==> src/rtl/hazard_scoreboard.sv <==
// Hazard unit for the 5-stage pipeline: forwarding, load-use/branch stalls, long-op scoreboard, dmem wait FSM.
// Optional stall-cycle performance counter (StallCnt) enabled by defining HAZARD_PERF_EN.
module hazard_scoreboard #(
  parameter int unsigned REG_AW   = 5,
  parameter int unsigned MAX_PEND = 4,
  parameter int unsigned MEM_TO   = 255
`ifdef HAZARD_PERF_EN
  , parameter int unsigned PERF_W = 16
`endif
) (
  input  logic              clk,
  input  logic              reset,
  input  logic [REG_AW-1:0] rsD,
  input  logic [REG_AW-1:0] rtD,
  input  logic [REG_AW-1:0] rsE,
  input  logic [REG_AW-1:0] rtE,
  input  logic [REG_AW-1:0] WriteRegE,
  input  logic [REG_AW-1:0] WriteRegM,
  input  logic [REG_AW-1:0] WriteRegW,
  input  logic              RegWriteE,
  input  logic              RegWriteM,
  input  logic              RegWriteW,
  input  logic              MemtoRegE,
  input  logic              MemtoRegM,
  input  logic              BranchD,
  input  logic              LongIssueE,
  input  logic              LongDoneValid,
  input  logic [REG_AW-1:0] LongDoneReg,
  input  logic              MemReqM,
  input  logic              MemReadyM,
  output logic [1:0]        ForwardAE,
  output logic [1:0]        ForwardBE,
  output logic              ForwardAD,
  output logic              ForwardBD,
  output logic              StallF,
  output logic              StallD,
  output logic              StallE,
  output logic              StallM,
  output logic              FlushE,
  output logic              FlushW,
  output logic              SbFull,
  output logic              MemErr
`ifdef HAZARD_PERF_EN
  , output logic [PERF_W-1:0] StallCnt
`endif
);

  localparam int unsigned NREG = 2**REG_AW;
  localparam int unsigned PCW  = $clog2(MAX_PEND + 1);
  localparam int unsigned TOW  = $clog2(MEM_TO + 1);

  typedef enum logic {RUN, MWAIT} mstate_t;

  mstate_t         state, state_n;
  logic [NREG-1:0] pend, pend_n;
  logic [PCW-1:0]  pcnt;
  logic [TOW-1:0]  tocnt, tocnt_n;
  logic            memerr_q;
  logic            memstall, issstall, lwstall, brstall, sbstall;
  logic            lset, lclr;

  always_comb begin
    lwstall  = MemtoRegE && (rtE != '0) && ((rsD == rtE) || (rtD == rtE));
    brstall  = BranchD &&
               ((RegWriteE && (WriteRegE != '0) && ((WriteRegE == rsD) || (WriteRegE == rtD))) ||
                (MemtoRegM && (WriteRegM != '0) && ((WriteRegM == rsD) || (WriteRegM == rtD))));
    sbstall  = ((rsD != '0) && pend[rsD]) || ((rtD != '0) && pend[rtD]);
    SbFull   = (pcnt == PCW'(MAX_PEND));
    issstall = LongIssueE && (SbFull || ((WriteRegE != '0) && pend[WriteRegE]));
  end

  // Data-memory wait FSM; the RUN cycle that sees a miss already stalls.
  always_comb begin
    state_n  = state;
    tocnt_n  = '0;
    memstall = 1'b0;
    case (state)
      RUN: begin
        if (MemReqM && !MemReadyM) begin
          memstall = 1'b1;
          state_n  = MWAIT;
        end
      end
      MWAIT: begin
        if (MemReadyM) begin
          state_n = RUN;
        end else begin
          memstall = 1'b1;
          tocnt_n  = (tocnt == TOW'(MEM_TO)) ? tocnt : tocnt + 1'b1;
        end
      end
      default: state_n = RUN;
    endcase
  end

  always_ff @(posedge clk) begin
    if (reset) begin
      state    <= RUN;
      tocnt    <= '0;
      memerr_q <= 1'b0;
    end else begin
      state    <= state_n;
      tocnt    <= tocnt_n;
      memerr_q <= memerr_q || ((state_n == MWAIT) && (tocnt_n == TOW'(MEM_TO)));
    end
  end

  assign MemErr = memerr_q;

  // Set and clear can never hit the same reg: a pending dest raises issstall.
  always_comb begin
    lset   = LongIssueE && !memstall && !issstall && (WriteRegE != '0);
    lclr   = LongDoneValid && pend[LongDoneReg];
    pend_n = pend;
    if (lclr) pend_n[LongDoneReg] = 1'b0;
    if (lset) pend_n[WriteRegE] = 1'b1;
  end

  always_ff @(posedge clk) begin
    if (reset) begin
      pend <= '0;
      pcnt <= '0;
    end else begin
      pend <= pend_n;
      if (lset && !lclr)      pcnt <= pcnt + 1'b1;
      else if (lclr && !lset) pcnt <= pcnt - 1'b1;
    end
  end

  always_comb begin
    ForwardAE = 2'b00;
    ForwardBE = 2'b00;
    ForwardAD = 1'b0;
    ForwardBD = 1'b0;
    StallF    = 1'b0;
    StallD    = 1'b0;
    StallE    = 1'b0;
    StallM    = 1'b0;
    FlushE    = 1'b0;
    FlushW    = 1'b0;
    if (!reset) begin
      if ((rsE != '0) && RegWriteM && (WriteRegM == rsE))      ForwardAE = 2'b10;
      else if ((rsE != '0) && RegWriteW && (WriteRegW == rsE)) ForwardAE = 2'b01;
      if ((rtE != '0) && RegWriteM && (WriteRegM == rtE))      ForwardBE = 2'b10;
      else if ((rtE != '0) && RegWriteW && (WriteRegW == rtE)) ForwardBE = 2'b01;
      ForwardAD = (rsD != '0) && RegWriteM && (WriteRegM == rsD);
      ForwardBD = (rtD != '0) && RegWriteM && (WriteRegM == rtD);
      if (memstall) begin
        StallF = 1'b1;
        StallD = 1'b1;
        StallE = 1'b1;
        StallM = 1'b1;
        FlushW = 1'b1;
      end else if (issstall) begin
        StallF = 1'b1;
        StallD = 1'b1;
        StallE = 1'b1;
      end else if (lwstall || brstall || sbstall) begin
        StallF = 1'b1;
        StallD = 1'b1;
        FlushE = 1'b1;
      end
    end
  end

`ifdef HAZARD_PERF_EN
  always_ff @(posedge clk) begin
    if (reset)                         StallCnt <= '0;
    else if (StallD && (StallCnt != '1)) StallCnt <= StallCnt + 1'b1;
  end
`endif

endmodule

==> config.mk <==
export PLATFORM = sky130hd
export DESIGN_NAME = hazard_scoreboard
export DESIGN_NICKNAME = d
export VERILOG_FILES = /design/src/rtl/hazard_scoreboard.sv
export SDC_FILE = /design/constraint.sdc
export NUM_CORES = 1
export LEC_CHECK = 0
export BUFFER_PORTS_ARGS = -buffer_cell sky130_fd_sc_hd__buf_4
export CAP_MARGIN = 20
export CORE_MARGIN = 1.5
export CORE_UTILIZATION = 45
export DETAILED_ROUTE_END_ITERATION = 10
export PLACE_DENSITY_LB_ADDON = 0.1
export SLEW_MARGIN = 15
export SYNTH_ARGS = -nofsm -noshare
export SYNTH_HDL_FRONTEND = slang
export SYNTH_SLANG_ARGS = --single-unit
==> constraint.sdc <==
create_clock -name clk -period 5.78 [get_ports clk]
set_input_delay 0.289 -clock clk [delete_from_list [all_inputs] [get_ports clk]]
set_output_delay 0.289 -clock clk [all_outputs]
set_load 0.02 [all_outputs]
**After elaboration in Yosys (flattened, before gate mapping)**

Index checks and enable logic that the tools add are counted.

- Reductions and logical operators: 54
- Equality and inequality tests: 13
- Mux-type cells: 42
- Shift-type cells: 0
- Div/mod/pow operators: 0
- $mul: 0
- Bitwise operators: 4
- Add/sub/neg operators: 3
- Order comparisons: 6

Operators by type and width:

| operator | count |
|---|---|
| $mux 32 | 2 |
| $eq 5x5->1 | 10 |
| $logic_and 1x1->1 | 33 |
| $and 32x32->32 | 1 |
| $not 32->32 | 1 |
| $or 32x32->32 | 1 |
| $reduce_bool 5->1 | 6 |
| $lt 5x6->1 const B | 4 |
| $mux 1 | 24 |
| $mux 8 | 3 |
| $bmux 1 s5 | 4 |
| $eq 8x8->1 const B | 2 |
| $demux 1 s5 | 2 |
| $ge 5x1->1 const B | 2 |
| $logic_or 1x1->1 | 9 |
| $add 8x1->8 const B | 1 |
| $mux 2 | 4 |
| $mux 3 | 2 |
| $logic_not 1->1 | 5 |
| $add 3x1->3 const B | 1 |
| $eq 3x3->1 const B | 1 |
| $sub 3x1->3 const B | 1 |
| $pmux 1 s2 | 1 |
| $reduce_bool 2->1 | 1 |
| $not 1->1 | 1 |

- Memories kept: 0
- Bits in read-only memories: 0
- Output and inout port bits: 14
- Word-level logic and storage cells: 127
- Bits in latches: 0
- Bits in writable memories: 0
- Register bits: 45

**Longest topological paths before layout**

- Word-level depth: 12
- Depth in mapped cells: 11

**Least setup slack after synthesis**

OpenSTA, ideal clock, no wires.

- Path kind: input to register
- Start: in WriteRegE[1]
- End: reg pcnt[2]
- Arrival: 2.808 ns
- Data required time: 5.709 ns
- Stages: 11
- Slack: 2.902 ns
- Cells stage by stage: buf_1 -> mux4_2 -> a22oi_1 -> nand4_1 -> nor4b_1 -> ha_1 -> inv_1 -> fa_1 -> xor2_1 -> or3_1 -> a21oi_1

- Cells in the longest elaborated chain, start to end: 11
- Elaborated cells on any way between the ends: 14

Ends and longest elaborated chain:

| what | RTL line | RTL |
|---|---|---|
| from (decl) | 17 | `input logic [REG_AW-1:0] WriteRegE,` |
| $bmux 1 s5 | 69 | `issstall = LongIssueE && (SbFull \|\| ((WriteRegE != '0) && pend[WriteRegE]));` |
| $mux 1 (implied by the code) | 69 |  |
| $logic_and 1x1->1 | 69 |  |
| $logic_or 1x1->1 | 69 |  |
| $logic_and 1x1->1 | 69 |  |
| $logic_not 1->1 | 112 | `lset = LongIssueE && !memstall && !issstall && (WriteRegE != '0);` |
| $logic_and 1x1->1 | 112 |  |
| $logic_and 1x1->1 (*) | 112 |  |
| $logic_not 1->1 | 126 | `else if (lclr && !lset) pcnt <= pcnt - 1'b1;` |
| $logic_and 1x1->1 | 126 |  |
| $reduce_bool 2->1 (no source line) | - |  |
| to (signal assigned) | 125 | `if (lset && !lclr) pcnt <= pcnt + 1'b1;` |
| to (signal assigned) | 126 |  |
| to (decl) | 56 | `logic [PCW-1:0] pcnt;` |

Every way passes the cells marked *; elsewhere a longest branch is shown, timed or not. The select of a mux whose other input is x is not followed.
A chain may end at the register's enable or synchronous reset.

**Worst setup path after layout**

- Start: reg pend[15]
- End: reg pcnt[2]

- Cells in the longest elaborated chain, start to end: 11
- Elaborated cells on any way between the ends: 17

Ends and longest elaborated chain:

| what | RTL line | RTL |
|---|---|---|
| from (decl) | 55 | `logic [NREG-1:0] pend, pend_n;` |
| from (signal assigned) | 124 | `pend <= pend_n;` |
| $bmux 1 s5 | 69 |  |
| $mux 1 (implied by the code) | 69 |  |
| $logic_and 1x1->1 | 69 |  |
| $logic_or 1x1->1 | 69 |  |
| $logic_and 1x1->1 | 69 |  |
| $logic_not 1->1 | 112 |  |
| $logic_and 1x1->1 (2 in a row) | 112 |  |
| $logic_not 1->1 | 126 |  |
| $logic_and 1x1->1 | 126 |  |
| $reduce_bool 2->1 (no source line) | - |  |

Several ways; a longest one is shown, not always the timed one. The select of a mux whose other input is x is not followed.

==> metrics.csv <==
metric,value,unit
highest_layer,met4,
cts_max_level,2,
finalInstanceArea,0.00452,mm^2
synth-seq-cells,45,
grt_max_degree,51,
antenna_found_initial,0,
syn_area_per_cell,8.54,um^2
met2_length,5750,um
final_cells,597,
fin_nets,546,
start_util,47.2,%
max_slew_margin,60.5,%
syn_to_final_growth,14.7,%
clock_latency,0.31,ns
cp-startpoint,pend[15],
drive_gt1_share,22.4,%
powerDensity,178,mW/mm^2
cts_sinks,45,
p_total,805,uW
synthFlopType,dfxtp_1,
max_stage_delay,0.49,ns
synthCells,461,
finalSetupViolCount,0,
drv_slew,0,
coreArea,0.00834,mm^2
post_cts_buffers,0,
grt_use_total,26.5,%
cp-end-kind,register,
cp.required,6.02,ns
tns,0,ns
die-height,96.5,um
syn_nets,516,
skew,0.0113,ns
drcViolationCount,0,
r2r_slack,2.67,ns
synth_area,0.00394,mm^2
fmax,0.322,GHz
slowest_stage,nor4b_1,
status,finished clean,
yosysTopAreaCell,dfxtp_1,
cts_root_buf,clkbuf_8,
dp_hpwl,8650,um
crit_path_start_kind,register,
synth_async_sr_flop_share,0,%
clk_pin_slew,0.10,ns
synth_top_area_share,22.9,%
num_io_pins,66,
leakage,1.61,nW
cp_cell_sequence,"mux4_2, a32oi_1, nand4_1, nor4b_1, ha_1, inv_1, fa_1, xor2_1, or3_1, a21oi_1",
cap_violations,0,
numCtsBuffers,5,
synth_cell_types,45,
most-common-layout-cells,"buf_4 (65), dfxtp_1 (45), nor2b_1 (43), o21ai_0 (43), mux4_2 (35)",
ys.warnings.count,0,
antennaDiodeCount,0,
drt_iter0_markers,331,
cp.arrival,3.35,ns
cts_resized,0,
rsz0062_at_grt,no,
fin_crit,3.11,ns
drtAntennaViolNets,0,
hp-class,primary input to register,
met1_length,4920,um
cts.path.max_buffers,2,
wl_met3,906,um
routabilityCongestion,0.877,
yosysSeqAreaShare,22.9,%
cts_tree,yes,
synth_area_leaders,"dfxtp_1 (23%), mux4_2 (20%), xor2_1 (6.9%), nor2b_1 (6.8%), o21ai_0 (5.5%)",
rr_endpoint,pcnt[2],
placed_area,0.00438,mm^2
drtPass1Iterations,4,
post-route-period-util,53.7,%
vias,3717,
hold_viol_final,0,
grt_pass1_vias,3600,
synth-edff-count,0,
max-vdd-ir-drop,0.113,mV
crit_path_end,pcnt[2],
grt_pass1_wl,18500,um
num_rows,33,
rr_startpoint,pend[15],
layout_commonest_cell,buf_4,
dieArea,0.00932,mm^2
rr_worst_depth,10,
crit_type,register to register,
fillerInstances,805,
gr-total-overflow,0,
cts_hold_buffers,0,
portBuffers,65,
die_w,96.5,um
detail_route.vias_per_cell,6.23,
routedWlPerCell,19.6,um
wl,11700,um
tightest_slew,0.585,ns
crit_fanout,5,
placedCellCount,589,
==> metrics by stage <==
stage | util, % | setup slack (ns) | hold WS, ns
after floorplan | - | 2.90 | 0.368
after global placement | 52.5 | 2.60 | 0.467
after detailed placement | 52.5 | 2.44 | 0.465
after CTS | 54.1 | 2.66 | 0.161
after global routing | 54.1 | 2.51 | 0.166
final | 54.1 | 2.67 | 0.162
==> sequential cells by signal, indices dropped and copies added, names as in the netlist <==
name    cells
MemErr      1
tocnt       8
state       1
pcnt        3
pend       32
==> layer usage <==
| layer | vias to the layer above | track usage, % |
|---|---|---|
| li1 | 1722 | - |
| met1 | 1797 | 33.9 |
| met2 | 182 | 46.4 |
| met3 | 16 | 4.15 |
| met4 | 0 | 7.25 |
| met5 | - | 0 |
==> cells by family after synthesis <==
kind of cell             Yosys count  share of synthesized area (%)
AO/OA/AOI/OAI                     94                           13.6
XOR/XNOR                          54                           12.0
adder cells (fa/ha/maj)            3                           1.14
buffers and inverters             51                           5.40
flip-flops                        45                           22.9
multiplexers                      40                           21.3
AND/OR/NAND/NOR                  174                           23.7
==> where the power goes <==
part | switching (mW) | internal, mW | total [mW] | leakage, nW
logic | 0.102 | 0.0842 | 0.186 | 1.18
clock network | 0.120 | 0.174 | 0.295 | 0.0687
registers | 0.00768 | 0.317 | 0.324 | 0.364
==> critical path: cells and delay by family (launching register included) <==
| kind | cells | cell delay [ns] |
|---|---|---|
| AOI/OAI and AO/OA | 2 | 0.39 |
| xor gates and xnor gates | 1 | 0.15 |
| adders and majority gates | 2 | 0.64 |
| buffers and inverters | 1 | 0.06 |
| DFF | 1 | 0.37 |
| muxes | 1 | 0.47 |
| and+or+nand+nor | 3 | 0.97 |
==> synthesized netlist by cell type (3+ instances only) <==
library cell and instances:
nor4_1 5, a32oi_1 6, and3_1 4, nor3_1 13, o21ai_1 24, nand2_1 27
xnor2_1 23, mux2i_1 4, nand4_1 6, xor2_1 31, buf_1 10, o21ai_0 43
nand2b_1 6, clkbuf_1 24, buf_2 5, dfxtp_1 45, nor3b_1 6, a22oi_1 6
a21oi_1 6, or4_1 3, nor2_1 33, inv_1 9, nor2b_1 43, nand3_1 13
or3_1 6, mux4_2 35
==> area by class of cell <==
cell class	instances	area, um^2	share of cell area (%)
clock inverters	3	68.8	1.52
inverters	9	33.8	0.748
flip-flops and latches	45	901	20.0
repair buffers	65	488	10.8
multi-input cells	365	2820	62.5
clock buffers	5	68.8	1.52
well taps	105	131	2.91
==> worst min-delay path by stage <==
stage | end | start | cells past startpoint
after global routing | state | MemReadyM | 2
final | state | MemReadyM | 2
after floorplan | state | MemReadyM | 1
after CTS | state | MemReadyM | 2
after global placement | MemErr | MemErr | 2
after detailed placement | MemErr | MemErr | 2
Note: power is estimated with default switching activity, not from simulation.
